File: src/rtl/scrub_pkg.sv
// rtl/scrub_pkg.sv - shared types, constants and address helper for the ECC scrubber
package scrub_pkg;

    typedef enum logic [2:0] {
        ST_IDLE,
        ST_WAIT,
        ST_REQ,
        ST_READ,
        ST_WRITE,
        ST_NEXT,
        ST_HALT
    } scrub_state_e;

    localparam int CNT_W_DEF = 16;

    // Data the memory presents when its decoder reports a double-bit error
    localparam logic [31:0] POISON_WORD = 32'hBAAD_FEED;

    // Word index to byte address on the 32-bit data port
    function automatic logic [31:0] word_to_byte(input logic [29:0] word);
        return {word, 2'b00};
    endfunction

endpackage

File: src/rtl/sat_counter.sv
// rtl/sat_counter.sv - saturating up-counter, cleared only by reset
module sat_counter #(
    parameter int W = 16
) (
    input  logic         clk,
    input  logic         rst,
    input  logic         inc_i,
    output logic [W-1:0] cnt_o
);

    logic [W-1:0] cnt_q;
    logic [W-1:0] cnt_d;

    // Count up on inc_i, sticking at all-ones
    always_comb begin
        cnt_d = cnt_q;
        if (inc_i && (cnt_q != '1)) begin
            cnt_d = cnt_q + W'(1);
        end
    end

    // Counter register
    always_ff @(posedge clk or posedge rst) begin
        if (rst) begin
            cnt_q <= '0;
        end else begin
            cnt_q <= cnt_d;
        end
    end

    assign cnt_o = cnt_q;

endmodule

File: src/rtl/ecc_scrubber.sv
// rtl/ecc_scrubber.sv - background ECC memory scrubber; SCRUB_DERR_HALT_EN stops on double-bit errors
module ecc_scrubber
    import scrub_pkg::*;
#(
    parameter int DEPTH    = 1024,
    parameter int INTERVAL = 256,
    parameter int CNT_W    = CNT_W_DEF
) (
    input  logic             clk,
    input  logic             rst,
    input  logic             en,
    output logic             scrub_req,
    input  logic             scrub_gnt,
    output logic [31:0]      mem_A,
    output logic             mem_WE,
    output logic [31:0]      mem_WD,
    input  logic [31:0]      mem_RD,
    input  logic             mem_s_err,
    input  logic             mem_d_err,
    output logic [CNT_W-1:0] corr_cnt,
    output logic [CNT_W-1:0] uncorr_cnt,
    output logic [31:0]      last_err_addr,
    output logic             pass_done,
    output logic             halted
);

    localparam int IDX_W = (DEPTH > 1) ? $clog2(DEPTH) : 1;
    localparam int IVL_W = (INTERVAL > 1) ? $clog2(INTERVAL) : 1;
    localparam logic [IDX_W-1:0] LAST_IDX = IDX_W'(DEPTH - 1);
    localparam logic [IVL_W-1:0] IVL_LOAD = IVL_W'(INTERVAL - 1);

`ifdef SCRUB_DERR_HALT_EN
    localparam scrub_state_e DERR_NEXT = ST_HALT;
`else
    localparam scrub_state_e DERR_NEXT = ST_NEXT;
`endif

    scrub_state_e     state_q, state_d;
    logic [IDX_W-1:0] idx_q, idx_d;
    logic [IVL_W-1:0] ivl_q, ivl_d;
    logic [31:0]      wd_q, wd_d;
    logic [31:0]      last_q, last_d;
    logic [31:0]      cur_addr;
    logic             read_ok;
    logic             read_s_err;
    logic             read_d_err;

    assign cur_addr   = word_to_byte(30'(idx_q));
    // A read only counts on a cycle the arbiter actually routes us to memory
    assign read_ok    = (state_q == ST_READ) && scrub_gnt;
    // Both flags together are treated as uncorrectable
    assign read_d_err = read_ok && mem_d_err;
    assign read_s_err = read_ok && mem_s_err && !mem_d_err;

    // State register
    always_ff @(posedge clk or posedge rst) begin
        if (rst) begin
            state_q <= ST_IDLE;
        end else begin
            state_q <= state_d;
        end
    end

    // Next-state logic
    always_comb begin
        state_d = state_q;
        case (state_q)
            ST_IDLE:  if (en) state_d = ST_WAIT;
            ST_WAIT: begin
                if (!en)               state_d = ST_IDLE;
                else if (ivl_q == '0)  state_d = ST_REQ;
            end
            ST_REQ: begin
                if (!en)               state_d = ST_IDLE;
                else if (scrub_gnt)    state_d = ST_READ;
            end
            ST_READ: begin
                if (!scrub_gnt)        state_d = ST_REQ;
                else if (mem_d_err)    state_d = DERR_NEXT;
                else if (mem_s_err)    state_d = ST_WRITE;
                else                   state_d = ST_NEXT;
            end
            ST_WRITE: state_d = ST_NEXT;
            ST_NEXT:  state_d = en ? ST_WAIT : ST_IDLE;
            ST_HALT:  if (!en) state_d = ST_IDLE;
            default:  state_d = ST_IDLE;
        endcase
    end

    // Port outputs decoded from the state and word index registers
    always_comb begin
        scrub_req = 1'b0;
        mem_WE    = 1'b0;
        mem_A     = '0;
        pass_done = 1'b0;
        halted    = 1'b0;
        case (state_q)
            ST_REQ, ST_READ: begin
                scrub_req = 1'b1;
                mem_A     = cur_addr;
            end
            ST_WRITE: begin
                scrub_req = 1'b1;
                mem_WE    = 1'b1;
                mem_A     = cur_addr;
            end
            ST_NEXT:  pass_done = (idx_q == LAST_IDX);
            ST_HALT: begin
`ifdef SCRUB_DERR_HALT_EN
                halted = 1'b1;
`endif
            end
            default: ;
        endcase
    end

    // Interval timer, word walk, write-back data and error address capture
    always_comb begin
        idx_d  = idx_q;
        ivl_d  = ivl_q;
        wd_d   = wd_q;
        last_d = last_q;
        if ((state_q == ST_IDLE) || (state_q == ST_NEXT)) begin
            ivl_d = IVL_LOAD;
        end else if ((state_q == ST_WAIT) && (ivl_q != '0)) begin
            ivl_d = ivl_q - IVL_W'(1);
        end
        if (read_s_err) begin
            wd_d = mem_RD;
        end
        if (read_d_err) begin
            last_d = cur_addr;
        end
        if (state_q == ST_NEXT) begin
            idx_d = (idx_q == LAST_IDX) ? '0 : idx_q + IDX_W'(1);
        end
    end

    // Datapath registers
    always_ff @(posedge clk or posedge rst) begin
        if (rst) begin
            idx_q  <= '0;
            ivl_q  <= '0;
            wd_q   <= '0;
            last_q <= '0;
        end else begin
            idx_q  <= idx_d;
            ivl_q  <= ivl_d;
            wd_q   <= wd_d;
            last_q <= last_d;
        end
    end

    assign mem_WD        = wd_q;
    assign last_err_addr = last_q;

    sat_counter #(.W(CNT_W)) u_corr_cnt (
        .clk   (clk),
        .rst   (rst),
        .inc_i (read_s_err),
        .cnt_o (corr_cnt)
    );

    sat_counter #(.W(CNT_W)) u_uncorr_cnt (
        .clk   (clk),
        .rst   (rst),
        .inc_i (read_d_err),
        .cnt_o (uncorr_cnt)
    );

endmodule

File: config.mk
export PLATFORM = sky130hd
export DESIGN_NAME = ecc_scrubber
export DESIGN_NICKNAME = d
export VERILOG_FILES = /design/src/rtl/scrub_pkg.sv /design/src/rtl/sat_counter.sv /design/src/rtl/ecc_scrubber.sv
export SDC_FILE = /design/constraint.sdc
export NUM_CORES = 1
export LEC_CHECK = 0
export CORE_MARGIN = 2
export CORE_UTILIZATION = 45
export CTS_CLUSTER_DIAMETER = 150
export DETAILED_ROUTE_END_ITERATION = 10
export HOLD_SLACK_MARGIN = 0.02
export PLACE_DENSITY = 0.78
export SETUP_SLACK_MARGIN = 0.05
export SYNTH_ARGS = -nofsm -noshare
export SYNTH_HDL_FRONTEND = slang
export SYNTH_SLANG_ARGS = --single-unit
File: constraint.sdc
create_clock -name clk -period 3.9 [get_ports clk]
set_clock_uncertainty 0.2 [all_clocks]
set_input_delay 0.78 -clock clk [delete_from_list [all_inputs] [get_ports clk]]
set_output_delay 0.78 -clock clk [all_outputs]
set_load 0.01 [all_outputs]
==> metrics, run 1 <==
Setup Fix Bufs, Post-CTS 0; dpl ws 0.935 ns; drt wl/cell 13.4 um; n_diodes 0; Synth Cell Area 4750 um^2; Initial Util 46.2%; CP Launch Type register; Main synth FF type dfrtp_1; CTS buffer count 9; gr ovfl total 0; I/O Buffers 124; minimum clock period 3.33 ns; Pins Over Slew Limit 0; Die Width 107 um; first-pass GRT wire length 16,900 um; WL final 10,000 um; Period Utilization, post-route 85.4%; top cell family by delay on the critical path compound AO/OA/AOI/OAI gates; fill count 888; ys async rst share 100%; share of cells above drive strength 1 7.15%; Seq/Total Area, Yosys 50.1%; RSZ-0062 raised after global routing false; PnR worst setup slack 0.568 ns; PwrDens 459 nW/um^2; HP Class register to register; EDFF count, synth 0; LEAKAGE 2.93 nW; Max Cap Viol 0; vias in the first global route 3,598; DR iter-0 viols 177; Clock Tree Buf Depth 2; Yosys reg bits 95; Antenna Violating Nets Remaining 0; # H-tree levels 3; library cells used by synthesis 50; Vias/cell 4.92; syn_area_per_cell 9.71 um^2; Hold Crit Start mem_WD[8]; reg2reg start u_uncorr_cnt.cnt_o[0]; core box area 10,300 um^2; WHS 0.276 ns; Clock Sinks 95; Critical Path Start state_q[1]; final setup TNS 0 ns; WP buf/inv 1; largest net degree at the start of global routing 55; Worst-path clk slew 0.09 ns; initial antenna violation count 0; area delta synth->final 30.1%; Die Ht 107 um; DP HPWL 7550 um; gr usage total 18.5%; CP endpoint kind primary output; VDD IR max 0.000282 V; IO Pins 170; Hold Vio Cnt, Final 0; worst-skew pair later-pin latency 0.36 ns; Max transition margin 47.5%; CP Cell Sequence nand2b_1 -> nor2_1 -> a21oi_1 -> nor2b_1 -> clkdlybuf4s50_1; drc violations 0; gpl congestion 0.860; max frequency 300 MHz; Max FO, Critical Path 11; Final Setup Violations 0; via count 3,695; post_cts resized 0; TritonCTS clock tree built; slowest cell delay on critical path 0.61 ns; num rows 37; 1st-pass router iterations 4; worst-margin pin slew 0.780 ns; hold_buf cts 0; crit path DAT 2.35 ns; Mapped Cells 489; nets 653; Ys Warns 0; slowest cell on the critical path a21oi_1; CTS root buf clkbuf_8; status finished, final reports clean; WP data required 2.92 ns; WS Path Type register to primary output; die area 11,400 um^2
## report_power, final
part | internal, mW | total, mW | switching, mW
combinational | 0.427 | 0.822 | 0.396
sequential | 1.15 | 1.30 | 0.154
clock | 0.379 | 0.712 | 0.333
total | 1.95 | 2.84 | 0.883
## through the flow
stage                     utilization (%)  power (mW)  std cells  cell area [um^2]
after floorplan                         -        1.74        533              4910
after global placement               57.9        2.12        735              5950
after detailed placement             57.9        2.15        735              5950
after CTS                            60.1        2.87        751              6180
after global routing                 60.1        3.02        751              6180
final                                60.1        2.84        751              6180
## worst reg2reg max path: stages, from the launching register on
cell,delay (ns)
dfrtp_1,0.43
ha_1,0.26
nand4_1,0.23
nor4_1,0.75
nor4_1,0.14
xor2_1,0.19
## path summary, 6_finish.rpt
| kind | endpoint | slack, ns | cells past startpoint |
|---|---|---|---|
| max reg2reg | u_uncorr_cnt.cnt_o[8] | 1.57 | 5 |
| max | mem_A[5] | 0.57 | 5 |
| min reg2reg | mem_WD[8] | 0.28 | 2 |
| min in group asynchronous | mem_WD[2] | 0.67 | 2 |
| max in group asynchronous | idx_q[0] | 2.11 | 3 |
| min | mem_WD[8] | 0.28 | 2 |
## cells in the final DEF (no fill, tap or decap), drive strengths merged, types with 3 or more instances in the layout
master         instances
o22ai                  3
nor2b                 14
nor2                  14
xor2                  32
nand4                 14
clkbuf                11
xnor2                  7
nand2                127
buf                    5
or2                    3
and3                   5
a21oi                  6
nand3                 15
and4                   3
ha                     5
conb                  45
nor3                  12
nand2b                 3
nor4                  11
o21ai                  6
o211ai                 4
dfrtp                 95
clkinv                 3
inv                    7
clkdlybuf4s50        124
mux2                  14
## registers in the layout, indices dropped and copies added (netlist names)
signal / count
ivl_q: 8
idx_q: 10
u_corr_cnt.cnt_o: 16
mem_WD: 32
state_q: 3
last_err_addr: 10
u_uncorr_cnt.cnt_o: 16
## area by class of cell
cell class	instances	area, um^2	share of cell area, %
multi-input cells	367	2080	33.7
clock inverters	5	81.3	1.32
clock buffers	11	141	2.29
flip-flops and latches	95	2380	38.5
repair buffers	129	1290	20.9
well taps	136	170	2.76
inverters	8	31.3	0.506
## synthesized netlist by cell type, types with 4 or more instances
library cell | n | share of area (%)
nand2_1 | 127 | 10
dfrtp_1 | 95 | 50
buf_4 | 46 | 7.3
xor2_1 | 32 | 5.9
nand3_1 | 15 | 1.6
nand4_1 | 14 | 1.8
nor2_1 | 14 | 1.1
nor2b_1 | 14 | 1.8
clkbuf_1 | 12 | 0.95
mux2_2 | 12 | 2.8
nor3_1 | 12 | 1.3
nor4_1 | 9 | 1.2
inv_1 | 8 | 0.63
xnor2_1 | 7 | 1.3
a21oi_1 | 6 | 0.63
and3_1 | 5 | 0.66
ha_1 | 5 | 1.3
o21ai_0 | 5 | 0.53
o211ai_1 | 4 | 0.63
## logic make-up after synthesis
group,count (synthesis),synth area share (%)
XOR/XNOR,39,7.20
multiplexers,15,3.53
AND/OR/NAND/NOR,235,24.3
buffers and inverters,71,9.51
other,1,0.0790
flip-flops,95,50.1
AO/OA/AOI/OAI,28,4.01
adder cells (fa/ha/maj),5,1.32
## metal layers
| layer | routed length (um) | up-vias | share of wire, % | GRT usage, % |
|---|---|---|---|---|
| met5 | 0 | - | 0 | 0 |
| li1 | - | 1791 | - | - |
| met4 | 129 | 0 | 1.3 | 7.05 |
| met2 | 4720 | 128 | 47 | 30.3 |
| met1 | 4280 | 1765 | 43 | 22.6 |
| met3 | 912 | 11 | 9.1 | 6.32 |
No activity file was read; power rests on OpenSTA's default activity.
==> run 2: changes to the inputs <==
--- a/config.mk
+++ b/config.mk
@@ -7,7 +7,7 @@
 export LEC_CHECK = 0
 export CORE_MARGIN = 2
 export CORE_UTILIZATION = 45
-export CTS_CLUSTER_DIAMETER = 150
+export CTS_CLUSTER_DIAMETER = 40
 export DETAILED_ROUTE_END_ITERATION = 10
 export HOLD_SLACK_MARGIN = 0.02
 export PLACE_DENSITY = 0.78
==> results of run 2 <==
The final DEF is identical to that of run 1; final timing and power are the same.
==> run 3: changes to the inputs <==
--- a/config.mk
+++ b/config.mk
@@ -12,6 +12,7 @@
 export HOLD_SLACK_MARGIN = 0.02
 export PLACE_DENSITY = 0.78
 export SETUP_SLACK_MARGIN = 0.05
+export SKIP_CTS_REPAIR_TIMING = 1
 export SYNTH_ARGS = -nofsm -noshare
 export SYNTH_HDL_FRONTEND = slang
 export SYNTH_SLANG_ARGS = --single-unit
==> results of run 3 <==
The final DEF is identical to that of run 1; final timing and power are the same.
